--- src/rtl/fx3_slave_fifo_responder.sv ---
// Receiving end of the FX3 slave-FIFO thread 0. It emulates a ring of DMA buffers
// and reports commits, free-buffer count and sticky sequence/protocol errors.
//
// state    | meaning
// S_IDLE   | stream not armed or no empty buffer; thread 0 not ready
// S_FILL   | accepting words into the current buffer
// S_COMMIT | buffer-switch latency after a commit, held COMMIT_CYCLES cycles
module fx3_slave_fifo_responder #(
  parameter int BUFFER_WORDS    = 1024,
  parameter int WATERMARK_WORDS = 6,
  parameter int NUM_BUFFERS     = 4,
  parameter int COMMIT_CYCLES   = 3,
  localparam int LEN_W  = $clog2(BUFFER_WORDS + 1),
  localparam int FREE_W = $clog2(NUM_BUFFERS + 1),
  localparam int TMR_W  = $clog2(COMMIT_CYCLES + 1)
) (
  input  logic              fx3_clock,
  input  logic              fx3_nReset,
  input  logic              streamEnable,
  input  logic              hostDrain,
  input  logic              checkEnable,
  input  logic              fx3_nWrite,
  input  logic              fx3_nShort,
  input  logic [15:0]       fx3_data,
  output logic              fx3_nReady,
  output logic              fx3_th0Ready,
  output logic              fx3_th0Watermark,
  output logic              commitStrobe,
  output logic              commitShort,
  output logic [LEN_W-1:0]  commitLength,
  output logic [FREE_W-1:0] freeBuffers,
  output logic [15:0]       commitCount,
  output logic              sequenceError,
  output logic              protocolError
);

  typedef enum logic [1:0] {S_IDLE, S_FILL, S_COMMIT} state_t;

  state_t             state_q, state_d;
  logic [TMR_W-1:0]   timer_q, timer_d;
  logic [LEN_W-1:0]   word_count_q, word_count_d;
  logic               nshort_prev_q;
  logic               seeded_q, seeded_d;
  logic [15:0]        expect_q, expect_d;

  logic               nready_q, nready_d;
  logic               ready_q, ready_d;
  logic               wmark_q, wmark_d;
  logic               strobe_q, strobe_d;
  logic               short_q, short_d;
  logic [LEN_W-1:0]   length_q, length_d;
  logic [FREE_W-1:0]  free_q, free_d;
  logic [15:0]        count_q, count_d;
  logic               seq_err_q, seq_err_d;
  logic               prot_err_q, prot_err_d;

  logic               in_fill, accept, short_edge, full_commit, short_commit, commit;
  logic [LEN_W-1:0]   wc_inc;

  always_comb begin
    in_fill      = (state_q == S_FILL);
    accept       = in_fill && !fx3_nWrite && (word_count_q < LEN_W'(BUFFER_WORDS));
    short_edge   = nshort_prev_q && !fx3_nShort;
    wc_inc       = word_count_q + LEN_W'(accept);
    full_commit  = accept && (wc_inc == LEN_W'(BUFFER_WORDS));
    // A full buffer wins over a coincident short edge: one commit, not short.
    short_commit = in_fill && short_edge && !full_commit;
    commit       = full_commit || short_commit;

    state_d      = state_q;
    timer_d      = timer_q;
    word_count_d = commit ? '0 : wc_inc;
    case (state_q)
      S_IDLE: begin
        if (streamEnable && (free_q != '0)) state_d = S_FILL;
      end
      S_FILL: begin
        if (commit) begin
          state_d = S_COMMIT;
          timer_d = TMR_W'(COMMIT_CYCLES - 1);
        end else if (!streamEnable) begin
          state_d = S_IDLE;
        end
      end
      S_COMMIT: begin
        if (timer_q == '0) state_d = (streamEnable && (free_q != '0)) ? S_FILL : S_IDLE;
        else               timer_d = timer_q - TMR_W'(1);
      end
      default: state_d = S_IDLE;
    endcase

    free_d = free_q;
    if (commit && !hostDrain)
      free_d = free_q - FREE_W'(1);
    else if (hostDrain && !commit && (free_q != FREE_W'(NUM_BUFFERS)))
      free_d = free_q + FREE_W'(1);

    prot_err_d = prot_err_q
               | (!fx3_nWrite && !accept)
               | (short_edge && !in_fill)
               | (hostDrain && !commit && (free_q == FREE_W'(NUM_BUFFERS)));

    seeded_d  = seeded_q;
    expect_d  = expect_q;
    seq_err_d = seq_err_q;
    if (!checkEnable) begin
      seeded_d = 1'b0;
    end else if (accept) begin
      if (seeded_q && (fx3_data != expect_q)) seq_err_d = 1'b1;
      seeded_d = 1'b1;
      expect_d = fx3_data + 16'd1;
    end

    nready_d = ~streamEnable;
    ready_d  = (state_d == S_FILL);
    // Watermark follows the word count with one cycle of latency.
    wmark_d  = (state_d == S_FILL) &&
               ((LEN_W'(BUFFER_WORDS) - word_count_q) > LEN_W'(WATERMARK_WORDS));
    strobe_d = commit;
    short_d  = commit ? short_commit : short_q;
    length_d = commit ? wc_inc : length_q;
    count_d  = count_q + 16'(commit);
  end

  always_ff @(posedge fx3_clock or negedge fx3_nReset) begin
    if (!fx3_nReset) begin
      state_q       <= S_IDLE;
      timer_q       <= '0;
      word_count_q  <= '0;
      nshort_prev_q <= 1'b1;
      seeded_q      <= 1'b0;
      expect_q      <= '0;
      nready_q      <= 1'b1;
      ready_q       <= 1'b0;
      wmark_q       <= 1'b0;
      strobe_q      <= 1'b0;
      short_q       <= 1'b0;
      length_q      <= '0;
      free_q        <= FREE_W'(NUM_BUFFERS);
      count_q       <= '0;
      seq_err_q     <= 1'b0;
      prot_err_q    <= 1'b0;
    end else begin
      state_q       <= state_d;
      timer_q       <= timer_d;
      word_count_q  <= word_count_d;
      nshort_prev_q <= fx3_nShort;
      seeded_q      <= seeded_d;
      expect_q      <= expect_d;
      nready_q      <= nready_d;
      ready_q       <= ready_d;
      wmark_q       <= wmark_d;
      strobe_q      <= strobe_d;
      short_q       <= short_d;
      length_q      <= length_d;
      free_q        <= free_d;
      count_q       <= count_d;
      seq_err_q     <= seq_err_d;
      prot_err_q    <= prot_err_d;
    end
  end

  assign fx3_nReady       = nready_q;
  assign fx3_th0Ready     = ready_q;
  assign fx3_th0Watermark = wmark_q;
  assign commitStrobe     = strobe_q;
  assign commitShort      = short_q;
  assign commitLength     = length_q;
  assign freeBuffers      = free_q;
  assign commitCount      = count_q;
  assign sequenceError    = seq_err_q;
  assign protocolError    = prot_err_q;

endmodule
--- config.mk ---
export PLATFORM = sky130hd
export DESIGN_NAME = fx3_slave_fifo_responder
export DESIGN_NICKNAME = d
export VERILOG_FILES = /design/src/rtl/fx3_slave_fifo_responder.sv
export SDC_FILE = /design/constraint.sdc
export NUM_CORES = 1
export LEC_CHECK = 0
export CORE_UTILIZATION = 54
export DETAILED_ROUTE_END_ITERATION = 10
export GPL_TIMING_DRIVEN = 0
export PLACE_DENSITY = 0.89
export SLEW_MARGIN = 10
export SYNTH_ARGS = -nofsm -noshare
export SYNTH_HDL_FRONTEND = slang
export SYNTH_SLANG_ARGS = --single-unit
--- constraint.sdc ---
create_clock -name fx3_clock -period 4.9 [get_ports fx3_clock]
set_clock_uncertainty 0.2 [all_clocks]
set_input_delay 0.735 -clock fx3_clock [delete_from_list [all_inputs] [get_ports fx3_clock]]
set_output_delay 0.735 -clock fx3_clock [all_outputs]
set_load 0.01 [all_outputs]
==> results by group, run 1 <==
Die
  – I/O pins: 60
  – Die width: 84.6 um
  – Initial core utilization: 0.571
  – DIE AREA: 7160 um^2
  – Die Y-Extent: 84.6 um
  – FP Rows: 29
  – Core area: 6460 um^2

Clocking
  – CTS tree: done
  – CTS clk-pin slew, worst paths: 0.07 ns
  – Total CTS buffers: 9
  – CTS root buf: clkbuf_8
  – Clk_lat worst skew: 0.34 ns
  – CTS Sinks: 70
  – Clock tree buffer depth: 2
  – H-tree depth: 3

Final layout
  – Final net count: 474
  – Ant. Diodes: 0
  – Final cell count without fillers: 519
  – Final core occ: 0.720
  – Fill cells: 459
  – Final Cell Area: 4650 um^2
  – Layout cell share with drive strength beyond 1: 0.109
  – Area growth from synthesis to layout: 26.1%

Synthesis
  – Yosys top cell area share: 0.455
  – FF+latch count, synth: 70
  – Largest family of logic cells by synthesized area: simple AND/OR/NAND/NOR gates
  – Post-synthesis sequential area ratio: 0.476
  – Count leader, synth: dfrtp_1
  – Simple-gate share of the synthesized area: 0.196
  – Synth warn: 0
  – Main area contributors after synthesis: dfrtp_1 45%, xor2_1 8.1%, nor2_1 5.2%
  – Adder-cell share of the synthesized area: 0.0461
  – Mux contribution to synthesized area: 0.0146
  – Post-synth ARST share: 1.00
  – Synth unique cells: 54
  – Syn Nets: 400
  – Synth Area in Compound Gates: 0.103
  – Synth top cells by count: 67 x dfrtp_1, 51 x nor2_1, 34 x xor2_1
  – Area leader, netlist: dfrtp_1
  – Cell Area, Synth: 3690 um^2
  – Cells after synthesis: 364
  – Post-synth EDFFs: 0
  – Synth Flop Type: dfrtp_1
  – XOR/XNOR Fraction of Synth Area: 0.128
  – Synth Area per Inst: 10.1 um^2

Outcome
  – Failing checks: DRC
  – Status: complete, but fails checks

Pwr
  – PD cells: 494 nW/um^2
  – P_leak: 2.00 nW
  – Worst vdd ir: 0.328 mV
  – Overall power: 2.30 mW

Drt
  – WL final: 8.16 mm
  – Via density per instance: 5.73
  – Drt first pass iters: 10
  – Iter 0 DRT Violations: 162
  – Vias after detailed routing: 2972
  – Remaining antenna violation count: 0
  – WL/cell: 15.7 um
  – DRC violations left: 7

Job
  – Max-cap violation count: 0

Critical path
  – Worst r2r dst: commitCount[14]
  – Reg2reg path depth: 19
  – Critical path required time: 4.93 ns
  – Worst-path fanout max: 11
  – CP Capture Point: commitCount[14]
  – Critical register-to-register path startpoint: word_count_q[6]
  – Worst Path Arrival: 4.73 ns
  – CP endpoint kind: flip-flop
  – CP startpoint: word_count_q[6]
  – Crit start category: flip-flop
  – Worst Setup Path Type: flip-flop to flip-flop
  – R2R setup slack: 0.20 ns

GRT
  – Largest net degree at the start of global routing: 43
  – Global route total overflow: 0
  – Initial antenna violation count: 0
  – Gr usage total: 0.237
  – First-pass GRT wire length: 13.3 mm
  – Vias in the first global route: 2945

STA
  – Final Max Tran Viols: 0
  – Slew @ Worst Pin: 0.380 ns
  – Number of setup violations in the final report: 0
  – Final Hold Viols: 0
  – Sum Neg Setup Slack: 0 ns
  – FMAX: 213 MHz
  – Final worst setup slack: 0.197 ns
  – Post-route minimum period: 4.70 ns
  – Worst hold slack: 0.105 ns
  – Tcrit/Tclk final: 0.960
  – Max_slew headroom: 0.744

Placed design
  – Post-DP HPWL: 5.77 mm
  – Placed Instances: 500
  – Post-DP Area: 4380 um^2
  – GP Congestion: 0.896
  – Port bufs: 58
  – Pre-CTS WS: 0.00801 ns

Hold path
  – Hold Crit Class: input port to async pin
==> per-layer routing <==
layer / routed length [um] / global-route usage
met5: 0 / 0
met4: 147 / 0.0971
met3: 417 / 0.0531
met2: 4050 / 0.407
met1: 3540 / 0.291
==> cell usage in the layout, fill, tap and decap left out, types with 3 or more instances in the layout <==
master | netlist | routed
buf_6 | 3 | 3
inv_1 | 13 | 13
clkbuf_8 | 0 | 9
o21ai_0 | 6 | 5
xnor2_1 | 20 | 20
nor4_1 | 8 | 8
xor2_1 | 34 | 33
nand4_1 | 6 | 6
o21a_1 | 4 | 4
and3_1 | 10 | 10
clkdlybuf4s50_1 | 0 | 57
nand3_1 | 15 | 14
or3_1 | 3 | 3
nand2b_1 | 4 | 4
nor3b_1 | 3 | 3
buf_2 | 6 | 6
dfstp_2 | 3 | 3
nor2_1 | 51 | 50
nor3_1 | 4 | 3
nand2_1 | 18 | 18
dfrtp_1 | 67 | 67
a21oi_1 | 27 | 27
a31oi_1 | 4 | 4
buf_4 | 1 | 6
clkbuf_1 | 3 | 5
ha_1 | 12 | 11
==> cell families after synthesis <==
logic type / Yosys count
adder cells (fa/ha/maj): 13
AND/OR/NAND/NOR: 138
flip-flops: 70
buffers and inverters: 26
multiplexers: 5
XOR/XNOR: 54
AO/OA/AOI/OAI: 58
==> power by group <==
part	switching (mW)	internal, mW
clock network	0.208	0.283
logic	0.455	0.444
registers	0.141	0.766
==> registers in the layout (all words and copies together) (netlist names), 2 cells and up <==
name,cells
commitLength,11
state_q,2
expect_q,16
freeBuffers,3
commitCount,16
word_count_q,11
timer_q,2
==> final cells by class <==
type / count / area, um^2 / share of cell area
multi-input cells: 268 / 1830 / 0.395
flip-flops and latches: 70 / 1760 / 0.378
repair buffers: 63 / 628 / 0.135
clock buffers: 11 / 131 / 0.0283
well taps: 77 / 96.3 / 0.0207
plain buffers: 13 / 82.6 / 0.0178
clock inverters: 4 / 72.6 / 0.0156
inverters: 13 / 48.8 / 0.0105
==> what timing repair did <==
item | 4_1_cts | 5_1_grt
pin swaps | 0 | 2
setup endpoints to repair | 1 | 8
endpoints found under the hold margin | 0 | 0
hold buffers | 0 | 0
buffers inserted | 0 | 4
resized for setup | 1 | 6
==> worst min-delay path by stage <==
stage	from	endpoint	slack, ns	cells after the start
floorplan	fx3_nReset	commitCount[0]	0.24	0
global placement	commitCount[15]	commitCount[15]	0.26	1
finish	fx3_nReset	commitCount[14]	0.11	1
global route	fx3_nReset	commitCount[14]	0.12	1
CTS	fx3_nReset	commitCount[14]	0.11	1
detailed placement	commitCount[15]	commitCount[15]	0.26	1
==> worst max-delay path, cell delays in order (launching register included) <==
cell      delay (ns)
dfrtp_1         0.45
or4b_4          0.58
o41ai_2         0.29
and4bb_4        0.30
ha_1            0.26
ha_4            0.21
nand2_1         0.11
a211oi_1        0.24
o311a_1         0.26
nand4b_4        0.16
nand2_4         0.14
buf_6           0.17
buf_6           0.16
ha_1            0.19
ha_1            0.21
inv_1           0.06
nor2_2          0.16
and3_1          0.20
nand4_1         0.11
xnor2_1         0.15
Power figures use the tool's default switching activity.
==> inputs of run 2 (changes only) <==
--- a/config.mk
+++ b/config.mk
@@ -8,7 +8,7 @@
 export CORE_UTILIZATION = 54
 export DETAILED_ROUTE_END_ITERATION = 10
 export GPL_TIMING_DRIVEN = 0
-export PLACE_DENSITY = 0.89
+export PLACE_DENSITY = 0.81
 export SLEW_MARGIN = 10
 export SYNTH_ARGS = -nofsm -noshare
 export SYNTH_HDL_FRONTEND = slang
==> run 2 against run 1 <==
Compared with the run above:
- the run still ends with DRC left
- sequential power about the same
- routed wire length decreased by 3.8%
- worst setup slack improved by 0.030 ns
- via count decreased by 2.2%
- core utilization decreased by 0.48 points
- worst hold slack got worse by 0.0096 ns
- combinational power decreased by 3.7%
- sequential share of layout area increased by 0.28 points
- critical path type unchanged
- critical endpoint unchanged
==> results by group, run 2 (synthesis gave the netlist of run 1 again) <==
Outcome
  – Status: complete, but fails checks
  – Failing checks: DRC

Drt
  – WL final: 7.84 mm
  – Drt first pass iters: 9
  – Top layer used by detailed routing: met4
  – DRC violations left: 6
  – WL/cell: 15.1 um
  – Vias after detailed routing: 2907
  – Via density per instance: 5.60
  – Remaining antenna violation count: 0
  – Iter 0 DRT Violations: 131
  – Met3 routed WL: 392 um
  – Met1 WL: 3.52 mm
  – Metal2 WL: 3.75 mm

GRT
  – Largest net degree at the start of global routing: 44
  – Gr usage total: 0.237
  – Global route total overflow: 0
  – First-pass GRT wire length: 13.3 mm
  – Initial antenna violation count: 0
  – Vias in the first global route: 2909

Die
  – Initial core utilization: 0.571
  – I/O pins: 60
  – FP Rows: 29
  – Core area: 6460 um^2
  – Die Y-Extent: 84.6 um
  – DIE AREA: 7160 um^2
  – Die width: 84.6 um

Critical path
  – Slowest cell delay on critical path: 0.58 ns
  – Crit start category: flip-flop
  – Slowest-stage cell, CP: or4b_4
  – Critical Path Stages: 19
  – Worst Path Arrival: 4.74 ns
  – Cell Chain, Critical Path: or4b_4, o41ai_2, and4bb_4, ha_1, ha_4, nand4_1, nor3_2, xnor2_1, nand4b_4, nand2_4, buf_6, buf_6, ha_1, ha_2, inv_1, nor2_2, and3_1, nand4_1, xnor2_1
  – Worst Setup Path Type: flip-flop to flip-flop
  – WP buf/inv: 3
  – Reg2reg path depth: 19
  – Worst-path fanout max: 11
  – Worst r2r dst: commitCount[14]
  – Critical path required time: 4.96 ns
  – CP endpoint kind: flip-flop
  – CP delay by family, top: simple AND/OR/NAND/NOR gates
  – Critical register-to-register path startpoint: word_count_q[6]
  – R2R setup slack: 0.23 ns

STA
  – Slew @ Worst Pin: 0.393 ns
  – Tcrit/Tclk final: 0.954
  – Final Hold Viols: 0
  – Max_slew headroom: 0.738
  – Final Max Tran Viols: 0
  – FMAX: 214 MHz
  – Post-route minimum period: 4.67 ns
  – Number of setup violations in the final report: 0

Pwr
  – Overall power: 2.19 mW
  – P_leak: 1.98 nW
  – Worst vdd ir: 0.326 mV
  – PD cells: 474 nW/um^2

Final layout
  – Final Cell Area: 4620 um^2
  – Area growth from synthesis to layout: 25.2%
  – Final net count: 473
  – Most common cell after layout, fill and taps aside: dfrtp_1
  – Ant. Diodes: 0
  – Layout cell share with drive strength beyond 1: 0.115
  – Final cell count without fillers: 519
  – Most frequent cells in the layout: 66 x dfrtp_1, 57 x clkdlybuf4s50_1, 50 x nor2_1

Clocking
  – Clock tree buffer depth: 2
  – CTS tree: done
  – CTS Sinks: 70
  – Clk_lat worst skew: 0.35 ns
  – Total CTS buffers: 9
  – CTS root buf: clkbuf_8
  – CTS clk-pin slew, worst paths: 0.08 ns
  – H-tree depth: 3

Placed design
  – Post-DP Area: 4380 um^2
  – Port bufs: 58
  – Placed Instances: 500
  – GP Congestion: 0.857
  – Post-DP HPWL: 5.58 mm

Job
  – Max-cap violation count: 0

Hold path
  – Hold Crit Class: input port to async pin
[run 2: per-stage QoR]
step / hold WS (ns) / TNS (ns) / worst slack, ns / util
CTS: 0.0966 / 0 / 0.0939 / 0.709
detailed placement: 0.268 / -0.120 / -0.120 / 0.679
floorplan: 0.239 / 0 / 0.533 / -
finish: 0.0955 / 0 / 0.227 / 0.715
global placement: 0.257 / 0 / 0.0670 / 0.676
global route: 0.112 / -0.00748 / -0.00748 / 0.715
[run 2: area by class of cell]
type,instances,area (um^2)
inverters,13,48.8
well taps,77,96.3
flip-flops and latches,70,1760
multi-input cells,268,1840
clock inverters,5,35.0
fillers,479,1840
repair buffers,62,621
clock buffers,11,141
plain buffers,13,82.6
[run 2: how the worst max path moves through the flow]
stage               startpoint              end  slack (ns)
2_1_floorplan  word_count_q[4]  commitCount[14]        0.53
3_3_place_gp   word_count_q[6]  commitCount[14]        0.07
3_5_place_dp   word_count_q[6]  commitCount[14]       -0.12
4_1_cts        word_count_q[6]  commitCount[14]        0.09
5_1_grt        word_count_q[4]  commitCount[14]      -0.007
6_report       word_count_q[6]  commitCount[14]        0.23
[run 2: layer usage]
metal | up-vias | global-route usage
li1 | 1406 | -
met1 | 1405 | 0.307
met2 | 79 | 0.388
met3 | 17 | 0.0374
met4 | 0 | 0.122
met5 | - | 0
[run 2: timing repair]
item,in CTS,in global routing
pin swaps,0,1
hold buffers,0,0
gates resized for setup,3,6
endpoints found under the setup margin,2,2
buffers inserted,1,2
[run 2: power breakdown]
| group | leakage [nW] | internal, mW | switching [mW] | total [mW] |
|---|---|---|---|---|
| Clock | 0.0893 | 0.197 | 0.218 | 0.416 |
| Sequential | 0.858 | 0.766 | 0.142 | 0.908 |
| Combinational | 1.03 | 0.440 | 0.427 | 0.867 |
==> inputs of run 3 (changes only) <==
==> constraint.sdc (replaced) <==
create_clock -name fx3_clock -period 4.9 [get_ports fx3_clock]
set_clock_uncertainty 0.2 [all_clocks]
set_input_delay 0.98 -clock fx3_clock [delete_from_list [all_inputs] [get_ports fx3_clock]]
set_output_delay 0.98 -clock fx3_clock [all_outputs]
set_load 0.02 [all_outputs]
==> results of run 3 <==
Same layout as run 2 (identical final DEF). Status: complete, but fails checks: DRC.
Among the figures that moved: setup slack after placement -0.120 ns -> -0.309 ns; hold slack 0.0955 ns -> 0.277 ns; total power 2.19 mW -> 2.26 mW; worst IR drop on VDD 0.326 mV -> 0.357 mV
